[config.mk]
export PLATFORM = sky130hd
export DESIGN_NAME = mem_access_unit
export DESIGN_NICKNAME = d
export VERILOG_FILES = /design/src/rtl/mem_pkg.sv /design/src/rtl/mem_addr_gen.sv /design/src/rtl/mem_access_unit.sv
export SDC_FILE = /design/constraint.sdc
export NUM_CORES = 1
export LEC_CHECK = 0
export ABC_AREA = 1
export CORE_UTILIZATION = 30
export CTS_CLUSTER_DIAMETER = 40
export CTS_CLUSTER_SIZE = 25
export DETAILED_ROUTE_END_ITERATION = 6
export PLACE_DENSITY = 0.59
export SYNTH_ARGS = -nofsm -noshare
export SYNTH_HDL_FRONTEND = slang
export SYNTH_SLANG_ARGS = --single-unit
export TNS_END_PERCENT = 100
[constraint.sdc]
create_clock -name clk -period 1.6 [get_ports clk]
set_input_delay 0.32 -clock clk [delete_from_list [all_inputs] [get_ports clk]]
set_output_delay 0.32 -clock clk [all_outputs]
set_load 0.05 [all_outputs]
[src/rtl/mem_pkg.sv]
// Shared definitions for the data-memory port: widths, field positions,
// request opcodes and the access-unit state encoding.
package mem_pkg;

  localparam int MEM_ADDR_W = 12;
  localparam int MEM_DATA_W = 16;
  localparam int MEM_OFF_W  = 9;

  // Byte address layout: [11:10] selects the memory block, [9:1] the word inside it.
  localparam int BLK_SEL_HI  = 11;
  localparam int BLK_SEL_LO  = 10;
  localparam int WORD_IDX_HI = 9;
  localparam int WORD_IDX_LO = 1;

  typedef enum logic [1:0] {
    OP_LW  = 2'b00,
    OP_LWI = 2'b01,
    OP_SW  = 2'b10,
    OP_SWI = 2'b11
  } mem_op_e;

  typedef enum logic [1:0] {
    ST_IDLE,
    ST_ACCESS,
    ST_INDIR,
    ST_RESP
  } mau_state_e;

  function automatic logic op_is_store(input mem_op_e op);
    return op[1];
  endfunction

  function automatic logic op_is_indirect(input mem_op_e op);
    return op[0];
  endfunction

endpackage

[src/rtl/mem_addr_gen.sv]
// Effective byte address: base plus word offset scaled to bytes, wrapping
// modulo the address space.
module mem_addr_gen #(
  parameter int ADDR_W = 12,
  parameter int OFF_W  = 9
) (
  input  logic [ADDR_W-1:0] base,
  input  logic [OFF_W-1:0]  offset,
  output logic [ADDR_W-1:0] eff
);

  localparam int SUM_W = (ADDR_W > OFF_W + 1) ? ADDR_W : OFF_W + 1;

  logic [SUM_W-1:0] sum;

  assign sum = SUM_W'(base) + SUM_W'({offset, 1'b0});
  assign eff = sum[ADDR_W-1:0];

endmodule

[src/rtl/mem_access_unit.sv]
// Initiator side of the data-memory port: accepts load/store requests,
// drives the memory pins from latched state and returns read data.
module mem_access_unit
  import mem_pkg::*;
#(
  parameter int ADDR_W      = MEM_ADDR_W,
  parameter int DATA_W      = MEM_DATA_W,
  parameter int OFF_W       = MEM_OFF_W,
  parameter int HW_INDIRECT = 0
) (
  input  logic              clk,
  input  logic              rst_n,
  input  logic              req_valid,
  output logic              req_ready,
  input  logic [1:0]        req_op,
  input  logic [ADDR_W-1:0] req_base,
  input  logic [OFF_W-1:0]  req_offset,
  input  logic [DATA_W-1:0] req_wdata,
  output logic              rsp_valid,
  input  logic              rsp_ready,
  output logic [DATA_W-1:0] rsp_rdata,
  output logic              busy,
  output logic [ADDR_W-1:0] address_bus,
  input  logic [DATA_W-1:0] data_bus,
  output logic [DATA_W-1:0] incoming_data_bus,
  output logic              write_mode,
  output logic              doubleRead,
  output logic              doubleWrite
);

  mau_state_e        state_q, state_d;
  mem_op_e           op_q, op_d;
  logic [ADDR_W-1:0] eff_q, eff_d;
  logic [ADDR_W-1:0] ptr_q, ptr_d;
  logic [DATA_W-1:0] wdata_q, wdata_d;
  logic [DATA_W-1:0] rdata_q, rdata_d;
  logic [ADDR_W-1:0] eff_new;

  mem_addr_gen #(
    .ADDR_W(ADDR_W),
    .OFF_W (OFF_W)
  ) u_addr_gen (
    .base  (req_base),
    .offset(req_offset),
    .eff   (eff_new)
  );

  // Memory pins are decoded from state and latched registers only, so the
  // request inputs never reach the memory combinationally.
  always_comb begin
    state_d           = state_q;
    op_d              = op_q;
    eff_d             = eff_q;
    ptr_d             = ptr_q;
    wdata_d           = wdata_q;
    rdata_d           = rdata_q;
    req_ready         = 1'b0;
    rsp_valid         = 1'b0;
    address_bus       = '0;
    incoming_data_bus = '0;
    write_mode        = 1'b0;
    doubleRead        = 1'b0;
    doubleWrite       = 1'b0;

    unique case (state_q)
      ST_IDLE: begin
        req_ready = 1'b1;
        if (req_valid) begin
          op_d    = mem_op_e'(req_op);
          eff_d   = eff_new;
          wdata_d = req_wdata;
          state_d = ST_ACCESS;
        end
      end
      ST_ACCESS: begin
        address_bus = eff_q;
        if (op_is_indirect(op_q) && HW_INDIRECT == 0) begin
          ptr_d   = data_bus[ADDR_W-1:0];
          state_d = ST_INDIR;
        end else begin
          state_d = ST_RESP;
          if (op_is_store(op_q)) begin
            write_mode        = 1'b1;
            doubleWrite       = (HW_INDIRECT != 0) && op_is_indirect(op_q);
            incoming_data_bus = wdata_q;
            rdata_d           = '0;
          end else begin
            doubleRead = (HW_INDIRECT != 0) && op_is_indirect(op_q);
            rdata_d    = data_bus;
          end
        end
      end
      ST_INDIR: begin
        address_bus = ptr_q;
        state_d     = ST_RESP;
        if (op_is_store(op_q)) begin
          write_mode        = 1'b1;
          incoming_data_bus = wdata_q;
          rdata_d           = '0;
        end else begin
          rdata_d = data_bus;
        end
      end
      ST_RESP: begin
        rsp_valid = 1'b1;
        if (rsp_ready) begin
          state_d = ST_IDLE;
        end
      end
      default: state_d = ST_IDLE;
    endcase
  end

  assign busy      = (state_q != ST_IDLE);
  assign rsp_rdata = rdata_q;

  always_ff @(posedge clk or negedge rst_n) begin
    if (!rst_n) begin
      state_q <= ST_IDLE;
      op_q    <= OP_LW;
      eff_q   <= '0;
      ptr_q   <= '0;
      wdata_q <= '0;
      rdata_q <= '0;
    end else begin
      state_q <= state_d;
      op_q    <= op_d;
      eff_q   <= eff_d;
      ptr_q   <= ptr_d;
      wdata_q <= wdata_d;
      rdata_q <= rdata_d;
    end
  end

endmodule
==> results.md <==
| Quantity | Value |
|---|---|
| Critical path capture point type | output pin |
| Antenna diode count | 0 |
| Clock-pin slew on the worst setup and hold paths | 0.07 ns |
| Vias per cell | 4.48 |
| Maximum vdd drop | 0.937 mV |
| Max Clock Freq | 478 MHz |
| Number of global-route vias before repair | 3015 |
| Maximum net fanout on the critical path | 9 |
| Routed wl met3 | 480 um |
| Category of the worst setup path launch point | flip-flop |
| Area of the die | 0.0110 sq mm |
| Minimum clock period after layout | 2.09 ns |
| Post-synthesis instance area | 0.00318 sq mm |
| Clock network latency to the later pin of the worst-skew pair | 0.34 ns |
| Total count of hold-check failures in the final report | 0 |
| Routed vias | 3015 |
| Class of the tightest hold or removal check | primary input to flip-flop |
| DR WL met2 | 4.21 mm |
| Top cell family by delay on the critical path | buffers and inverters |
| All-Layer GR Usage | 16.3% |
| Number of H-tree levels | 3 |
| Area occupied by multi-input gates | 0.00173 sq mm |
| Min Hold Slack | 0.458 ns |
| Slew of the pin with the lowest slew margin | 0.498 ns |
| Avg Inst Size Synth | 8.07 sq um |
| Setup TNS Final | -11.61 ns |
| Buffers from clock root to sink, at most | 2 |
| Worst Slack Setup Final | -0.492 ns |
| Violations in the final reports | setup timing |
| M1 WL | 3.75 mm |
| Top metal layer carrying routed signals | met4 |
| Worst clock skew | 0.00879 ns |
| Number of optimization iterations in the first detailed-route pass | 4 |
| Remaining max-slew budget at the tightest pin | 66.6% |
| Number of warnings reported in the yosys synthesis log | 0 |
| Layout cells sized above 1 | 32.6% |
| Area growth, synth to finish | 70.0% |
| Register bit total from synthesis | 60 |
| Pin count of the biggest net entering global routing | 61 |
| Critical-path cell list | buf_4, ha_4, o211ai_4, buf_12, clkinvlp_4, buf_6 |
| Clock sink count | 60 |
| DR DRC count | 0 |
| CTS tree | built |
| Post-synth EDFFs | 0 |
| Leading cell type in the layout, fill and taps excluded | nand2_1 |
| Area used by sequential logic in the layout | 0.00150 sq mm |
| Gate Count Post-Synth | 394 |
| Final setup violation count | 30 |
| Antenna violations before repair | 0 |
| Number of buffers inserted during clock tree synthesis | 9 |
| PwrDens | 2030 mW/mm^2 |
| Per-cell routed wire length | 12.7 um |
| Area of the core | 0.0103 sq mm |
| Primary flip-flop cell chosen by synthesis mapping | dfrtp_1 |
| Leading cell types in the layout, fill and taps excluded | nand2_1 (104), dfrtp_1 (59), clkdlybuf4s50_1 (53) |
| Sequential share of the synthesized area | 47.2% |
| First-pass GRT wire length | 14.2 mm |
| Vertical die dimension | 105 um |
| Leftover overflow at the end of global routing | 0 |
| Number of top-level pins | 109 |
| Post-DP HPWL | 6.01 mm |
| Initial standard-cell utilization of the core | 30.8% |
| Longest individual stage delay on the worst path | 0.42 ns |
| Slowest cell on the critical path | dfrtp_1 |
| Buffers on Ports | 106 |
| Number of nets still failing antenna checks after routing | 0 |
| Sum of buffers and inverters on the critical path | 4 |
| Fraction of synthesis flops using an asynchronous set or reset pin | 100% |
| Final RePlAce weighted congestion | 0.796 |
| Status | complete, but fails checks |
| Number of distinct standard cells referenced by the synthesized netlist | 27 |
| Root buffer selected by CTS | clkbuf_8 |
| Total wirelength of the detailed-routed design | 8.53 mm |
| Number of fillers in the final layout | 937 |
| Maxcap violations | 0 |
| Number of rows in the core area | 37 |
| Critical path data arrival time | 1.77 ns |
| Die Width | 105 um |
| Data required, critical path | 1.28 ns |
| DRT iter0 DRCs | 120 |
| Nets@finish | 606 |
| Critical Setup Path Class | flip-flop to output pin |
| Max Transition Viols Final | 0 |
| Unrepaired setup endpoints after global routing | yes |
| Leakage component of the power | 0.00243 uW |
| Final worst path period share | 131% |
state kept, by name, summed over array words and instances (netlist names):
| signal | flops |
|---|---|
| eff_q | 12 |
| op_q | 2 |
| ptr_q | 12 |
| rsp_rdata | 16 |
| state_q | 2 |
| wdata_q | 16 |
power breakdown:
| part | switching (uW) | internal (uW) |
|---|---|---|
| Clock | 600 | 632 |
| Combinational | 4080 | 3020 |
| Sequential | 389 | 2240 |
| Total | 5070 | 5890 |
worst reg2reg max path: stages (launching register included):
cell	delay [ns]
dfrtp_2	0.46
inv_4	0.10
ha_4	0.18
inv_4	0.05
buf_4	0.12
o22ai_1	0.29
o21ai_0	0.15
o21ai_0	0.12
cell families (layout without fill, tap and decap cells):
logic type / Yosys count / in the layout / synth area share (%)
AO/OA/AOI/OAI: 63 / 63 / 10.6
XOR/XNOR: 2 / 2 / 0.551
adder cells (fa/ha/maj): 14 / 14 / 5.74
buffers and inverters: 72 / 214 / 9.72
flip-flops: 60 / 60 / 47.2
multiplexers: 12 / 12 / 4.25
other: 1 / 2 / 0.118
AND/OR/NAND/NOR: 170 / 170 / 21.8
routing by layer:
layer | track usage [%] | vias up
li1 | - | 1521
met1 | 20.1 | 1406
met2 | 27.2 | 75
met3 | 5.61 | 13
met4 | 3.92 | 0
met5 | 0 | -
what timing repair did:
action,CTS,global route
cloned,1,1
setup buffers,3,6
resized for setup,37,22
endpoints found under the hold margin,60,0
hold buffers,1,0
endpoints found under the setup margin,48,52
pin swaps,3,2
area by class of cell:
type,instances,share of cell area [%]
multi-input cells,263,32.1
repair buffers,143,29.6
flip-flops and latches,60,27.8
inverters,56,4.10
well taps,136,3.15
clock buffers,11,2.80
clock inverters,4,0.463
Yosys cell counts, types with 2 or more instances:
| cell type | n | area share (%) |
|---|---|---|
| o21ai_1 | 16 | 2.5 |
| nand3_1 | 28 | 4.4 |
| o21ai_0 | 26 | 4.1 |
| dfrtp_1 | 60 | 47 |
| inv_1 | 54 | 6.4 |
| nand4_1 | 2 | 0.39 |
| buf_6 | 2 | 0.71 |
| buf_4 | 4 | 0.94 |
| nand2_2 | 2 | 0.39 |
| mux2_2 | 12 | 4.2 |
| a21oi_1 | 17 | 2.7 |
| nand3b_1 | 2 | 0.47 |
| ha_1 | 13 | 5.1 |
| xnor2_1 | 2 | 0.55 |
| nand2_1 | 107 | 13 |
| nor2_1 | 28 | 3.3 |
| buf_2 | 7 | 1.1 |
| clkbuf_1 | 3 | 0.35 |
worst paths after layout:
check                      cells past startpoint        start         end  slack (ns)
min in group asynchronous                      3        rst_n    eff_q[2]        0.50
setup / recovery                               6   state_q[1]  write_mode       -0.49
hold reg to reg                                2     eff_q[8]    eff_q[8]        0.48
hold / removal                                 4  req_base[1]    eff_q[1]        0.46
setup reg to reg                               7   state_q[0]  state_q[0]        0.03
max in group asynchronous                      3        rst_n   eff_q[10]        0.81
per-stage QoR:
| step | instances | setup WS (ns) | instance area [sq um] | total power (uW) | utilization, % |
|---|---|---|---|---|---|
| floorplan | 395 | -0.251 | 3460 | 6830 | - |
| global placement | 647 | -0.463 | 4900 | 9030 | 47.5 |
| global route | 673 | -0.571 | 5410 | 11700 | 52.4 |
| finish | 673 | -0.492 | 5410 | 11000 | 52.4 |
| CTS | 667 | -0.570 | 5260 | 10700 | 51.0 |
| detailed placement | 647 | -0.486 | 4900 | 9120 | 47.5 |
Power figures use the tool's default switching activity.
